<file path="src/rtl/stream_pushr_n.sv">
// Pushes N captured scalar values onto an output stream, then forwards the input stream.
// The output element sits in a single register stage; a new call may preempt passthrough.
//   state | meaning
//   IDLE  | no call yet; waiting for the first request
//   EMIT  | loading captured slots into the output register, one per loadable cycle
//   PASS  | forwarding sIn elements to sOut; a new call may be accepted
module stream_pushr_n #(
  parameter int WIDTH = 8,
  parameter int N     = 2,
  parameter int ORDER = 0
) (
  input  logic               clk,
  input  logic               rst,
  input  logic               in_valid,
  output logic               in_ready,
  output logic               out_valid,
  input  logic               out_ready,
  input  logic [N*WIDTH-1:0] dIn,
  input  logic [WIDTH-1:0]   sIn,
  input  logic               sIn_valid,
  output logic               sIn_ready,
  output logic [WIDTH-1:0]   sOut,
  output logic               sOut_valid,
  input  logic               sOut_ready
);

  localparam int IW = $clog2(N) + 1;
  localparam int SW = (N > 1) ? $clog2(N) : 1;
  localparam logic [IW-1:0] FIRST_IDX = (ORDER == 0) ? '0 : IW'(N - 1);
  localparam logic [IW-1:0] LAST_IDX  = (ORDER == 0) ? IW'(N - 1) : '0;

  typedef enum logic [1:0] {IDLE, EMIT, PASS} state_t;

  state_t           state_q, state_d;
  logic [IW-1:0]    idx_q, idx_d;
  logic [WIDTH-1:0] slot_q [N];
  logic [WIDTH-1:0] slot_d [N];
  logic             out_valid_q, out_valid_d;
  logic [WIDTH-1:0] sout_q, sout_d;
  logic             sout_valid_q, sout_valid_d;

  logic             loadable;
  logic             accept;
  logic             load;
  logic [WIDTH-1:0] load_data;

  assign loadable   = !sout_valid_q || sOut_ready;
  assign in_ready   = (state_q != EMIT) && !out_valid_q;
  assign accept     = in_valid && in_ready;
  assign sIn_ready  = (state_q == PASS) && loadable && sIn_valid;
  assign out_valid  = out_valid_q;
  assign sOut       = sout_q;
  assign sOut_valid = sout_valid_q;

  always_comb begin
    state_d     = state_q;
    idx_d       = idx_q;
    slot_d      = slot_q;
    out_valid_d = out_valid_q;
    load        = 1'b0;
    load_data   = sout_q;

    if (out_valid_q && out_ready) out_valid_d = 1'b0;

    case (state_q)
      IDLE: ;
      EMIT: begin
        if (loadable) begin
          load      = 1'b1;
          load_data = slot_q[idx_q[SW-1:0]];
          if (idx_q == LAST_IDX) state_d = PASS;
          else if (ORDER == 0)   idx_d = idx_q + IW'(1);
          else                   idx_d = idx_q - IW'(1);
        end
      end
      PASS: begin
        if (sIn_ready) begin
          load      = 1'b1;
          load_data = sIn;
        end
      end
      default: state_d = IDLE;
    endcase

    // A call in PASS still lets this cycle's sIn transfer complete before the slots.
    if (accept) begin
      for (int k = 0; k < N; k++) slot_d[k] = dIn[k*WIDTH +: WIDTH];
      idx_d       = FIRST_IDX;
      state_d     = EMIT;
      out_valid_d = 1'b1;
    end

    sout_d       = load ? load_data : sout_q;
    sout_valid_d = load ? 1'b1 : (sOut_ready ? 1'b0 : sout_valid_q);
  end

  always_ff @(posedge clk) begin
    if (rst) begin
      state_q      <= IDLE;
      idx_q        <= '0;
      out_valid_q  <= 1'b0;
      sout_q       <= '0;
      sout_valid_q <= 1'b0;
      for (int k = 0; k < N; k++) slot_q[k] <= '0;
    end else begin
      state_q      <= state_d;
      idx_q        <= idx_d;
      out_valid_q  <= out_valid_d;
      sout_q       <= sout_d;
      sout_valid_q <= sout_valid_d;
      for (int k = 0; k < N; k++) slot_q[k] <= slot_d[k];
    end
  end

endmodule
</file>
<file path="config.mk">
export PLATFORM = sky130hd
export DESIGN_NAME = stream_pushr_n
export DESIGN_NICKNAME = d
export VERILOG_FILES = /design/src/rtl/stream_pushr_n.sv
export SDC_FILE = /design/constraint.sdc
export NUM_CORES = 1
export LEC_CHECK = 0
export ABC_CLOCK_PERIOD_IN_PS = 2100
export BUFFER_PORTS_ARGS = -buffer_cell sky130_fd_sc_hd__buf_2
export CAP_MARGIN = 15
export CORE_ASPECT_RATIO = 0.7
export CORE_UTILIZATION = 52
export CTS_BUF_LIST = sky130_fd_sc_hd__clkbuf_2 sky130_fd_sc_hd__clkbuf_4 sky130_fd_sc_hd__clkbuf_8
export CTS_CLUSTER_DIAMETER = 60
export DETAILED_ROUTE_END_ITERATION = 12
export PLACE_DENSITY = 0.81
export RECOVER_POWER = 100
export REMOVE_ABC_BUFFERS = 1
export SYNTH_ARGS = -nofsm -noshare
export SYNTH_HDL_FRONTEND = slang
export SYNTH_SLANG_ARGS = --single-unit
</file>
<file path="constraint.sdc">
create_clock -name clk -period 2.1 [get_ports clk]
set_input_delay 0.315 -clock clk [delete_from_list [all_inputs] [get_ports clk]]
set_output_delay 0.315 -clock clk [all_outputs]
set_load 0.1 [all_outputs]
</file>
==> results.tsv, run 1 <==
stage	metric	value	unit
status	status	finished clean	
critical_path	Worst Setup End Kind	primary output	
route	Via density	5.27	
floorplanning	I/O pin total	42	
timing	Layout Skew	0.00642	ns
run	max_cap viols	0	
cts	CTS tree	yes	
worst_hold_path	Worst Hold Endpoint	slot_q[6]	
cells_and_area	share of layout cells above drive strength 1	0.270	
cells_and_area	Antenna diodes	0	
critical_path	Worst path max stage delay	0.46	ns
global_route	largest net degree at the start of global routing	32	
cells_and_area	post-route cell area	1640	sq um
place	IO Port Bufs	41	
critical_path	worst path bufs/invs	2	
cts	number of CTS-inserted buffers	5	
place	RD Place Congestion	0.706	
logic_synthesis	xor/xnor share of the synthesized area	0.00655	
logic_synthesis	mux contribution to synthesized area	0.127	
timing	Slew @ Worst Pin	0.782	ns
cts	post-CTS setup buffer count	0	
critical_path	Startpoint Class	flop	
global_route	vias in the first global route	1182	
power_and_ir_drop	P_leak	0.000679	uW
cts	htree depth	2	
worst_hold_path	HP Start	dIn[14]	
route	Vias	1244	
logic_synthesis	compound-cell area share of the yosys netlist	0.120	
logic_synthesis	Syn. warnings	0	
cts	clk slew on worst S/H paths	0.10	ns
cts	Root Buffer	clkbuf_4	
logic_synthesis	largest family of logic cells by synthesized area	simple AND/OR/NAND/NOR gates	
cells_and_area	commonest non-fill, non-tap cell in the layout	nand2_1	
floorplanning	Die Y-Extent	44.4	um
cts	CTS sink count	30	
floorplanning	DIE AREA	2780	sq um
place	HPWL Detailed	2180	um
cts	post-cts repair resize count	0	
logic_synthesis	Cell Area, Synth	1340	sq um
place	Inst Count DP	228	
route	drt pass-1 iters	4	
logic_synthesis	Synth Area in Adders	0.0374	
route	DRT iter0 DRCs	49	
cts	Clock Latency Late Sink	0.33	ns
place	dpl ws	0.346	ns
timing	RSZ-0062 raised after global routing	false	
floorplanning	core region area	2280	sq um
global_route	antenna violations before repair	0	
cells_and_area	synthesis-to-layout area growth	22.6	%
power_and_ir_drop	total power per unit cell area	955	nW/um^2
critical_path	Reg2Reg Depth	6	
logic_synthesis	Post-Syn Area per Cell	8.31	sq um
global_route	GRT Util Overall	0.247	
timing	fmax	0.507	GHz
logic_synthesis	Post-Syn Instances	161	
timing	Slew headroom	0.476	
critical_path	Worst EP arrival	1.66	ns
logic_synthesis	Synth Area in Simple Gates	0.218	
logic_synthesis	Seq/Total Area, Yosys	0.449	
critical_path	type of the worst setup path	flop to primary output	
place	dpl cell area	1580	sq um
route	DRT antenna net count	0	
timing	minimum clock period	1.97	ns
critical_path	reg2reg start	state_q[0]	
logic_synthesis	Synth cell types	23	
floorplanning	initial core utilization	0.587	
cts	clock tree buffer depth	2	
logic_synthesis	#FFs+latches synth	30	
timing	slack of the critical path	0.127	ns
critical_path	r2r endpoint	sOut[2]	
timing	Final Hold Viols	0	
timing	Slew Limit Fails	0	
cells_and_area	Nets	237	
timing	final setup fails	0	
floorplanning	Core Rows	14	
worst_hold_path	Min-Delay Path Class	primary input to flop	
route	DRC	0	
global_route	global route total overflow	0	
critical_path	Crit Path Max Fanout	6	
cts	CTS Hold Bufs	0	
timing	final worst path period share	0.940	
floorplanning	Die Wd	62.6	um
power_and_ir_drop	Max VDD drop	600	uV
cells_and_area	Non-Filler Instances	236	
critical_path	largest delay contributor family on the critical path	buffers and inverters	
critical_path	WP data required	1.78	ns
critical_path	critical-path cell list	inv_1 > ha_1 > nor2_1 > buf_2	
worst_hold_path	Worst Hold Depth	3	
global_route	first-pass GRT wire length	5090	um
critical_path	Critical-path top delay cell	buf_2	
route	final wirelength	3060	um
critical_path	flop2flop setup slack	0.21	ns
route	WL/cell	13.0	um
cells_and_area	most frequent cells in the layout	42 x nand2_1, 30 x dfxtp_1, 30 x buf_2	
[registers in the layout, indices dropped and copies added, names as in the netlist]
signal / count
sOut_valid: 1
out_valid: 1
slot_q: 16
sOut: 8
state_q: 2
idx_q: 2
[how the worst max path moves through the flow]
stage               start          to  slack, ns  cells past startpoint
6_report       state_q[1]    in_ready       0.13                      4
5_1_grt        state_q[1]    in_ready      0.008                      4
4_1_cts        state_q[1]    in_ready       0.11                      4
3_5_place_dp   state_q[1]  state_q[1]       0.35                      7
3_3_place_gp   state_q[1]  state_q[1]       0.43                      7
2_1_floorplan   out_valid  state_q[0]      -1.02                      3
[area by class of cell]
type	count	area [sq um]
multi-input combinational	118	674
fill	192	637
sequential	30	601
timing repair buffer	44	231
clock buffer	8	78.8
tap	32	40.0
inverter	4	15.0
[through the flow]
stage | total power, uW | TNS, ns | utilization | hold slack (ns)
floorplan | 1020 | -21.00 | - | 0.384
global placement | 1130 | 0 | 0.693 | 0.441
detailed placement | 1160 | 0 | 0.693 | 0.449
CTS | 1580 | 0 | 0.728 | 0.199
global route | 1640 | 0 | 0.720 | 0.203
finish | 1570 | 0 | 0.720 | 0.209
[tightest hold or removal path: cells and delay by family]
family                 cells  cell delay (ns)
buffers and inverters      1             0.10
AO/OA/AOI/OAI              1             0.05
AND/OR/NAND/NOR            1             0.04
[synthesized netlist by cell type]
library cell	instances	area share
a2111oi_0	1	0.0065
and2_1	1	0.0047
a21oi_1	18	0.067
nor3_1	3	0.011
nor3b_2	1	0.0094
and2b_4	1	0.0075
nor3_4	1	0.012
a211oi_1	1	0.0056
ha_1	4	0.037
inv_1	4	0.011
nand2_1	42	0.12
buf_2	3	0.011
o21ai_0	8	0.030
dfxtp_1	30	0.45
buf_4	1	0.0056
mux2i_1	17	0.13
o22ai_1	1	0.0047
nand2b_1	3	0.014
nor2_1	13	0.036
and3_1	1	0.0047
xnor2_1	1	0.0065
clkbuf_1	5	0.014
o21a_1	1	0.0056
[logic make-up after synthesis]
kind of cell	after synthesis
adders and majority gates	4
xor gates and xnor gates	1
DFF	30
AOI/OAI and AO/OA	30
and+or+nand+nor	66
muxes	17
buffers and inverters	13
[power breakdown]
group	leakage [uW]	internal, uW	switching (uW)
logic	0.000390	152	330
clock network	0.0000446	229	204
registers	0.000245	622	29.9
total	0.000679	1000	564
[routing by layer]
layer  wire length [um]  part of all wire  track usage  up-vias
li1                   -                 -            -      618
met1               1310              0.43        0.271      564
met2               1450              0.47        0.424       50
met3                196             0.064       0.0644       12
met4                101             0.033        0.195        0
met5                  0                 0            0        -
(Power assumes the default switching activity.)
==> inputs of run 2 (changes only) <==
--- a/config.mk
+++ b/config.mk
@@ -5,15 +5,15 @@
 export SDC_FILE = /design/constraint.sdc
 export NUM_CORES = 1
 export LEC_CHECK = 0
-export ABC_CLOCK_PERIOD_IN_PS = 2100
+export ABC_CLOCK_PERIOD_IN_PS = 2300
 export BUFFER_PORTS_ARGS = -buffer_cell sky130_fd_sc_hd__buf_2
 export CAP_MARGIN = 15
 export CORE_ASPECT_RATIO = 0.7
-export CORE_UTILIZATION = 52
+export CORE_UTILIZATION = 56
 export CTS_BUF_LIST = sky130_fd_sc_hd__clkbuf_2 sky130_fd_sc_hd__clkbuf_4 sky130_fd_sc_hd__clkbuf_8
 export CTS_CLUSTER_DIAMETER = 60
 export DETAILED_ROUTE_END_ITERATION = 12
-export PLACE_DENSITY = 0.81
+export PLACE_DENSITY = 0.86
 export RECOVER_POWER = 100
 export REMOVE_ABC_BUFFERS = 1
 export SYNTH_ARGS = -nofsm -noshare
==> constraint.sdc (replaced) <==
create_clock -name clk -period 2.3 [get_ports clk]
set_input_delay 0.345 -clock clk [delete_from_list [all_inputs] [get_ports clk]]
set_output_delay 0.345 -clock clk [all_outputs]
set_load 0.1 [all_outputs]
==> results.tsv, run 2 (same netlist as run 1, synthesis figures left out) <==
stage	metric	value	unit	change
status	status	finished clean		
worst_hold_path	Worst Hold Endpoint	slot_q[9]		
cts	post-CTS setup buffer count	0		unchanged
floorplanning	Die Y-Extent	42.9	um	-3.5%
worst_hold_path	Min-Delay Path Class	primary input to flop		
floorplanning	DIE AREA	2590	sq um	-6.9%
cells_and_area	Nets	235		-0.84%
cts	Clock Latency Late Sink	0.33	ns	about the same
cts	clk slew on worst S/H paths	0.09	ns	about the same
global_route	vias in the first global route	1068		-9.6%
route	drt pass-1 iters	4		unchanged
cells_and_area	share of layout cells above drive strength 1	0.208		-0.0617
critical_path	WP data required	1.96	ns	+0.18 ns
critical_path	Reg2Reg Depth	6		unchanged
critical_path	Startpoint Class	flop		
cts	number of CTS-inserted buffers	5		unchanged
timing	final worst path period share	0.880		
place	dpl ws	0.531	ns	+0.185 ns
power_and_ir_drop	Tot Pwr	1360	uW	-13%
cells_and_area	footprint of the multi-input gates	674	sq um	unchanged
global_route	largest net degree at the start of global routing	32		unchanged
timing	slack of the critical path	0.276	ns	+0.150 ns
global_route	GRT Util Overall	0.253		+0.00545
floorplanning	Die Wd	60.4	um	-3.5%
cells_and_area	max reg flops	16		unchanged
global_route	antenna violations before repair	0		unchanged
cts	Root Buffer	clkbuf_4		
critical_path	Worst Setup End Kind	primary output		
power_and_ir_drop	P_leak	0.000624	uW	-8.1%
cells_and_area	commonest non-fill, non-tap cell in the layout	nand2_1		
critical_path	r2r endpoint	sOut[0]		
route	Vias	1177		-5.4%
critical_path	Worst EP arrival	1.68	ns	+0.02 ns
cells_and_area	Top reg by flops	slot_q		
place	HPWL Detailed	2060	um	-5.6%
timing	fmax	0.494	GHz	
timing	Slew Limit Fails	0		unchanged
route	DRT antenna net count	0		unchanged
cells_and_area	post-route cell area	1590	sq um	-3.1%
power_and_ir_drop	Max VDD drop	524	uV	-13%
run	max_cap viols	0		unchanged
cells_and_area	final core occ	0.721		about the same
floorplanning	I/O pin total	42		unchanged
place	RD Place Congestion	0.779		+10%
critical_path	flop2flop setup slack	0.32	ns	+0.11 ns
cts	CTS Hold Bufs	0		unchanged
worst_hold_path	Worst Hold Depth	3		unchanged
cts	clock tree buffer depth	2		unchanged
critical_path	crit path from	state_q[1]		
floorplanning	initial core utilization	0.606		+0.0186
critical_path	reg2reg start	state_q[0]		
route	DRC	0		unchanged
place	dpl cell area	1550	sq um	-1.9%
power_and_ir_drop	total power per unit cell area	853	nW/um^2	-11%
floorplanning	Core Rows	14		unchanged
timing	RSZ-0062 raised after global routing	false		
timing	minimum clock period	2.02	ns	
cells_and_area	most frequent cells in the layout	42 x nand2_1, 30 x dfxtp_1, 29 x buf_2		
timing	Final Hold Viols	0		unchanged
cells_and_area	synthesis-to-layout area growth	18.9	%	
timing	Slew headroom	0.225		-0.251
route	Via density	5.03		-4.6%
critical_path	type of the worst setup path	flop to primary output		
cells_and_area	Sequential Area	601	sq um	unchanged
cts	CTS sink count	30		unchanged
route	WL/cell	12.4	um	-4.5%
global_route	global route total overflow	0		unchanged
timing	Layout Skew	0.00592	ns	-0.000495 ns
cells_and_area	Antenna diodes	0		unchanged
floorplanning	core region area	2210	sq um	-3.1%
global_route	first-pass GRT wire length	4620	um	-9.3%
timing	final setup fails	0		unchanged
route	final wirelength	2900	um	-5.3%
place	IO Port Bufs	41		unchanged
cts	htree depth	2		unchanged
route	DRT iter0 DRCs	38		-22%
timing	Slew @ Worst Pin	1.17	ns	+0.385 ns
worst_hold_path	HP Start	dIn[1]		
cells_and_area	Filler Cell Count	208		+8.3%
timing	final hold slack	0.244	ns	+0.0348 ns
cts	post-cts repair resize count	0		unchanged
critical_path	Crit Path Max Fanout	6		unchanged
cts	CTS tree	yes		
run 2: metrics by stage:
stage                     TNS [ns]  std cells
after floorplan             -16.63        152
after global placement           0        226
after detailed placement         0        226
after CTS                        0        234
after global routing             0        234
final                            0        234
run 2: layout make-up:
| type | count | area share |
|---|---|---|
| multi-input combinational | 118 | 0.424 |
| inverter | 4 | 0.00944 |
| sequential | 30 | 0.378 |
| tap | 32 | 0.0252 |
| clock inverter | 1 | 0.00315 |
| timing repair buffer | 42 | 0.124 |
| clock buffer | 7 | 0.0370 |
run 2: power breakdown:
part / total, uW / leakage, uW / internal [uW] / switching [uW]
Sequential: 608 / 0.000245 / 568 / 39.8
Combinational: 411 / 0.000340 / 128 / 283
Clock: 337 / 0.0000387 / 160 / 178
Total: 1360 / 0.000624 / 856 / 500
run 2: layer usage:
layer,wire length (um),track usage,vias up
met5,0,0,-
li1,-,-,616
met4,31,0.127,0
met1,1410,0.332,525
met2,1340,0.380,31
met3,120,0.0671,5
run 2: worst max-delay path, cell delays in order, from the launching register on:
cell and delay, ns:
dfxtp_1 0.38, inv_1 0.08, ha_1 0.24, nor2_1 0.17
clkbuf_2 0.49
run 2: worst max-delay path by stage:
stage | cells after the start | endpoint | slack, ns
after floorplan | 3 | state_q[0] | -0.82
after global placement | 6 | sOut[0] | 0.63
after detailed placement | 6 | state_q[1] | 0.53
after CTS | 4 | in_ready | 0.32
after global routing | 6 | sOut[0] | 0.14
final | 4 | in_ready | 0.28
